--- src/rtl/iq_chan_arbiter.sv ---
// iq_chan_arbiter: captures per-channel decimated I/Q pairs into holding slots
// and drains them round-robin into one valid/ready stream tagged by channel.
module iq_chan_arbiter #(
    parameter int NUM_CH = 4,
    parameter int DATA_W = 16,
    parameter int CH_W   = $clog2(NUM_CH)
) (
    input  logic                     CLK,
    input  logic                     RSTb,
    input  logic [NUM_CH*DATA_W-1:0] in_I,
    input  logic [NUM_CH*DATA_W-1:0] in_Q,
    input  logic [NUM_CH-1:0]        in_tick,
    input  logic [NUM_CH-1:0]        chan_en,
    output logic [DATA_W-1:0]        out_I,
    output logic [DATA_W-1:0]        out_Q,
    output logic [CH_W-1:0]          out_ch,
    output logic                     out_valid,
    input  logic                     out_ready,
    output logic [NUM_CH-1:0]        overrun,
    input  logic                     overrun_clr
);

    localparam int unsigned NCH = NUM_CH;

    logic [DATA_W-1:0] slot_i [NUM_CH];
    logic [DATA_W-1:0] slot_q [NUM_CH];
    logic [NUM_CH-1:0] pending;
    logic [NUM_CH-1:0] pending_d;
    logic [NUM_CH-1:0] capture;
    logic [NUM_CH-1:0] eligible;
    logic [NUM_CH-1:0] grant_oh;
    logic [NUM_CH-1:0] ovr_set;
    logic [CH_W-1:0]   ptr;
    logic [CH_W-1:0]   grant_ch;
    logic              grant_any;
    logic              out_free;
    logic              grant;

    // Round-robin search starting one past the last granted channel.
    // A channel being disabled this cycle is not eligible, so its sample is dropped.
    always_comb begin
        grant_any = 1'b0;
        grant_ch  = '0;
        eligible  = pending & chan_en;
        for (int unsigned i = 1; i <= NCH; i++) begin
            logic [CH_W-1:0] idx;
            idx = CH_W'((32'(ptr) + i) % NCH);
            if (!grant_any && eligible[idx]) begin
                grant_any = 1'b1;
                grant_ch  = idx;
            end
        end
    end

    // Per-channel capture, pending and overrun update terms.
    // A tick on the granting edge refills the slot, so pending stays set without overrun.
    always_comb begin
        out_free  = !out_valid || out_ready;
        grant     = out_free && grant_any;
        capture   = in_tick & chan_en;
        grant_oh  = '0;
        pending_d = '0;
        ovr_set   = '0;
        for (int unsigned k = 0; k < NCH; k++) begin
            grant_oh[k]  = grant && (grant_ch == CH_W'(k));
            pending_d[k] = chan_en[k] && (capture[k] || (pending[k] && !grant_oh[k]));
            ovr_set[k]   = capture[k] && pending[k] && !grant_oh[k];
        end
    end

    // Slot storage, pending/overrun flags, output register and round-robin pointer.
    always_ff @(posedge CLK or negedge RSTb) begin
        if (!RSTb) begin
            for (int unsigned k = 0; k < NCH; k++) begin
                slot_i[k] <= '0;
                slot_q[k] <= '0;
            end
            pending   <= '0;
            overrun   <= '0;
            ptr       <= CH_W'(NCH - 1);
            out_I     <= '0;
            out_Q     <= '0;
            out_ch    <= '0;
            out_valid <= 1'b0;
        end else begin
            for (int unsigned k = 0; k < NCH; k++) begin
                if (capture[k]) begin
                    slot_i[k] <= in_I[k*DATA_W +: DATA_W];
                    slot_q[k] <= in_Q[k*DATA_W +: DATA_W];
                end
            end
            pending <= pending_d;
            overrun <= (overrun & ~{NUM_CH{overrun_clr}}) | ovr_set;
            if (out_free) begin
                if (grant_any) begin
                    out_I     <= slot_i[grant_ch];
                    out_Q     <= slot_q[grant_ch];
                    out_ch    <= grant_ch;
                    out_valid <= 1'b1;
                    ptr       <= grant_ch;
                end else begin
                    out_valid <= 1'b0;
                end
            end
        end
    end

endmodule

--- config.mk ---
export PLATFORM = sky130hd
export DESIGN_NAME = iq_chan_arbiter
export DESIGN_NICKNAME = d
export VERILOG_FILES = /design/src/rtl/iq_chan_arbiter.sv
export SDC_FILE = /design/constraint.sdc
export NUM_CORES = 1
export LEC_CHECK = 0
export CAP_MARGIN = 20
export CORE_ASPECT_RATIO = 0.75
export CORE_MARGIN = 5
export CORE_UTILIZATION = 38
export CTS_CLUSTER_SIZE = 30
export DETAILED_ROUTE_END_ITERATION = 10
export MAX_ROUTING_LAYER = met4
export PLACE_DENSITY = 0.76
export SYNTH_ARGS = -nofsm -noshare
export SYNTH_HDL_FRONTEND = slang
export SYNTH_SLANG_ARGS = --single-unit
export TNS_END_PERCENT = 50
--- constraint.sdc ---
create_clock -name CLK -period 2.5 [get_ports CLK]
set_input_delay 0.625 -clock CLK [delete_from_list [all_inputs] [get_ports CLK]]
set_output_delay 0.625 -clock CLK [all_outputs]
set_load 0.05 [all_outputs]
==> impl_metrics.csv <==
group,metric,value,unit
power_and_ir_drop,p_leak,4.34,nW
synth,synth_top_family_by_area,"multiplexers",
timing,period_share,92.0,%
power_and_ir_drop,ir_drop,563,uV
clock_network,cts_tree,"yes",
route,drt-total-wl,19.8,mm
synth,synth_edf_count,0,
clock_network,cts.clk_slew.worst_paths,70,ps
clock_network,ctsRootBufferMaster,"clkbuf_16",
synth,synthMuxAreaShare,28.3,%
clock_network,clock-sinks,173,
die,dieWidth,171,um
clock_network,cts_setup_buffers,0,
die,die_h,130,um
timing,worst_slack,200,ps
route,postRouteAntennaNets,0,
timing,slew_headroom,62.0,%
synth,synth_nets,652,
synth,synth_top_cell_by_area,"dfrtp_1",
run,maxCapViolCount,0,
timing,max_freq,0.435,GHz
run_status,status,"finished, final reports clean",
route,drc,0,
synth,yosysMostFrequentCell,"dfrtp_1",
synth,yosys.area_share.simple,3.54,%
placement,dp_slack,-202,ps
grt,grt_pass1_vias,5656,
synth,synth.cell_area,7340,um^2
timing,hold_viol,0,
min_path,hold_path_class,"primary input to async pin",
power_and_ir_drop,power_density,926,nW/um^2
setup_path,cp.arrival,2590,ps
die,dieArea,22200,um^2
timing,drv_slew,0,
clock_network,cts-buffers-inserted,17,
timing,setup-violations-final,0,
clock_network,insertion_delay,420,ps
timing,hold-worst-slack,166,ps
synth,yosysUniqueCellTypes,33,
power_and_ir_drop,p_int,6.20,mW
power_and_ir_drop,combPwrFrac,34.0,%
synth,synth-compound-area-share,6.59,%
synth,yosys_most_used_dff,"dfrtp_1",
synth,ys_ff_latch,173,
synth,synth_top_area_share,58.3,%
finish,fin_cells,987,
synth,synthXorXnorAreaFrac,0,%
timing,rsz0062_at_grt,"no",
power_and_ir_drop,switching_share,35.2,%
synth,avgSynthCellArea,14.3,um^2
synth,syn_inst,512,
timing,fin_crit,2300,ps
setup_path,crit_path_start_kind,"primary input",
setup_path,crit_type,"primary input to flip-flop",
power_and_ir_drop,p_clk_share,26.5,%
die,initial_utilization,38.3,%
grt,grt_pass1_wl,30.8,mm
finish,drive_gt1_share,30.2,%
route,via_per_inst,5.11,
clock_network,cts_max_path_buffers,2,
grt,antenna_found_initial,3,
route,vias,5043,
die,io_pins,179,
placement,dp_hpwl,14.3,mm
grt,overflow,0,
setup_path,cp_max_fo,14,
timing,worst_pin_slew,569,ps
finish,syn2layout_area_growth,40.7,%
die,core_area,19200,um^2
placement,gp_congestion,0.856,
placement,portBuffers,178,
route,first_pass_iters,4,
power_and_ir_drop,switching_power,3.37,mW
die,row_count,44,
clock_network,h-tree-depth,4,
synth,yosysWarnings,0,
placement,placed_cells,953,
route,post_drt_wl_per_cell,20.0,um
synth,ys_async_sr_fraction,100,%
synth,yosys.area_share.adder,0,%
synth,yosys-top-cells-area,"dfrtp_1, mux2_2, mux2i_1",
route,first_iter_violations,264,
setup_path,crit_required,2790,ps
synth,synth.yosys.seq_area_share,59.0,%
grt,grt_max_degree,55,
timing,skew,10.9,ps
clock_network,post_cts_resized,0,
clock_network,cts_hold_buf,0,
grt,grt_use_total,18.7,%
setup_path,cp-end-kind,"flip-flop",
synth,ys_top_cells_by_count,"dfrtp_1, mux2_2, mux2i_1",
finish,nets,859,
power_and_ir_drop,p_seq_share,39.5,%
-- layer usage --
| metal | global-route usage, % | up-vias | part of all wire (%) |
|---|---|---|---|
| met1 | 24.4 | 2593 | 45 |
| met2 | 29.3 | 147 | 48 |
| met3 | 4.54 | 18 | 5.7 |
| met5 | - | - | 0 |
| met4 | 5.40 | 0 | 1.5 |
| li1 | - | 2285 | - |
-- power groups by stage --
stage / Sequential, mW / Clock (mW) / Combinational (mW)
2_1_floorplan: 4.65 / 0 / 1.08
3_3_place_gp: 3.79 / 0 / 3.21
3_5_place_dp: 3.82 / 0 / 3.28
4_1_cts: 3.77 / 2.60 / 3.29
5_1_grt: 3.84 / 2.73 / 3.44
6_report: 3.77 / 2.54 / 3.25
-- final timing paths --
check                                           start                      to  slack [ps]  cells past startpoint
worst max register to register     ptr[1]$_DFFE_PN1P_    out_Q[1]$_DFFE_PN0P_         490                      6
worst min-delay path                             RSTb   out_I[10]$_DFFE_PN0P_         170                      1
worst min register to register  out_ch[1]$_DFFE_PN0P_   out_ch[1]$_DFFE_PN0P_         490                      2
max in group asynchronous                        RSTb  slot_i[33]$_DFFE_PN0P_        1580                      2
min in group CLK                out_ch[1]$_DFFE_PN0P_   out_ch[1]$_DFFE_PN0P_         490                      2
worst max-delay path                       chan_en[0]    out_Q[1]$_DFFE_PN0P_         200                      8
-- registers in the layout, indices dropped and copies added (netlist names) --
register and count:
slot_i 64, slot_q 64, out_I 16, out_Q 16, overrun 4, pending 4, out_ch 2, ptr 2
out_valid 1
-- final cells by class --
type                            count  area (um^2)
Antenna cell                        3         7.51
Clock buffer                       17          425
Clock inverter                     14          136
Fill cell                        1588         8830
Inverter                            5         18.8
Multi-Input combinational cell    304         2850
Sequential cell                   173         4330
Tap cell                          253          317
Timing Repair Buffer              218         2250
-- logic make-up (layout without fill, tap and decap cells) --
group / count (synthesis) / count (layout)
muxes: 192 / 192
DFF: 173 / 173
and+or+nand+nor: 62 / 62
AOI/OAI and AO/OA: 50 / 50
buffers and inverters: 35 / 254
other: 0 / 3
-- placed cells by master (no fill, tap or decap), drive strengths merged --
| cell type | Yosys | routed |
|---|---|---|
| a211oi | 1 | 1 |
| a21o | 1 | 1 |
| a21oi | 2 | 2 |
| a221o | 1 | 1 |
| a221oi | 1 | 1 |
| a22o | 2 | 2 |
| a31oi | 2 | 2 |
| and2 | 2 | 2 |
| and3 | 1 | 1 |
| buf | 25 | 41 |
| bufinv | 0 | 1 |
| clkbuf | 5 | 17 |
| clkdlybuf4s50 | 0 | 177 |
| clkinv | 0 | 3 |
| clkinvlp | 0 | 5 |
| dfrtp | 171 | 171 |
| dfstp | 2 | 2 |
| diode | 0 | 3 |
| inv | 5 | 10 |
| mux2 | 128 | 128 |
| mux2i | 64 | 64 |
| nand2 | 49 | 49 |
| nand2b | 3 | 3 |
| nand3 | 1 | 1 |
| nand3b | 1 | 1 |
| nand4 | 1 | 1 |
| nor2 | 2 | 2 |
| nor3 | 2 | 2 |
| o21a | 3 | 3 |
| o21ai | 2 | 2 |
| o221ai | 32 | 32 |
| o22ai | 1 | 1 |
| o32ai | 2 | 2 |
-- critical path: stages --
cell,delay (ps)
clkdlybuf4s50_1,500
and3_1,230
o21a_1,200
a211oi_4,240
buf_4,230
buf_12,170
mux2i_1,230
o221ai_1,140
-- per-stage QoR --
stage               cell area (um^2)  total power, mW  utilization (%)  TNS [ps]
floorplan                       7340             5.72                -         0
global placement                9760             6.99             51.0     -2440
detailed placement              9760             7.09             51.0     -4060
CTS                            10300             9.66             53.9         0
global route                   10300             10.0             53.9         0
finish                         10300             9.56             53.9         0
(Power assumes the default switching activity.)
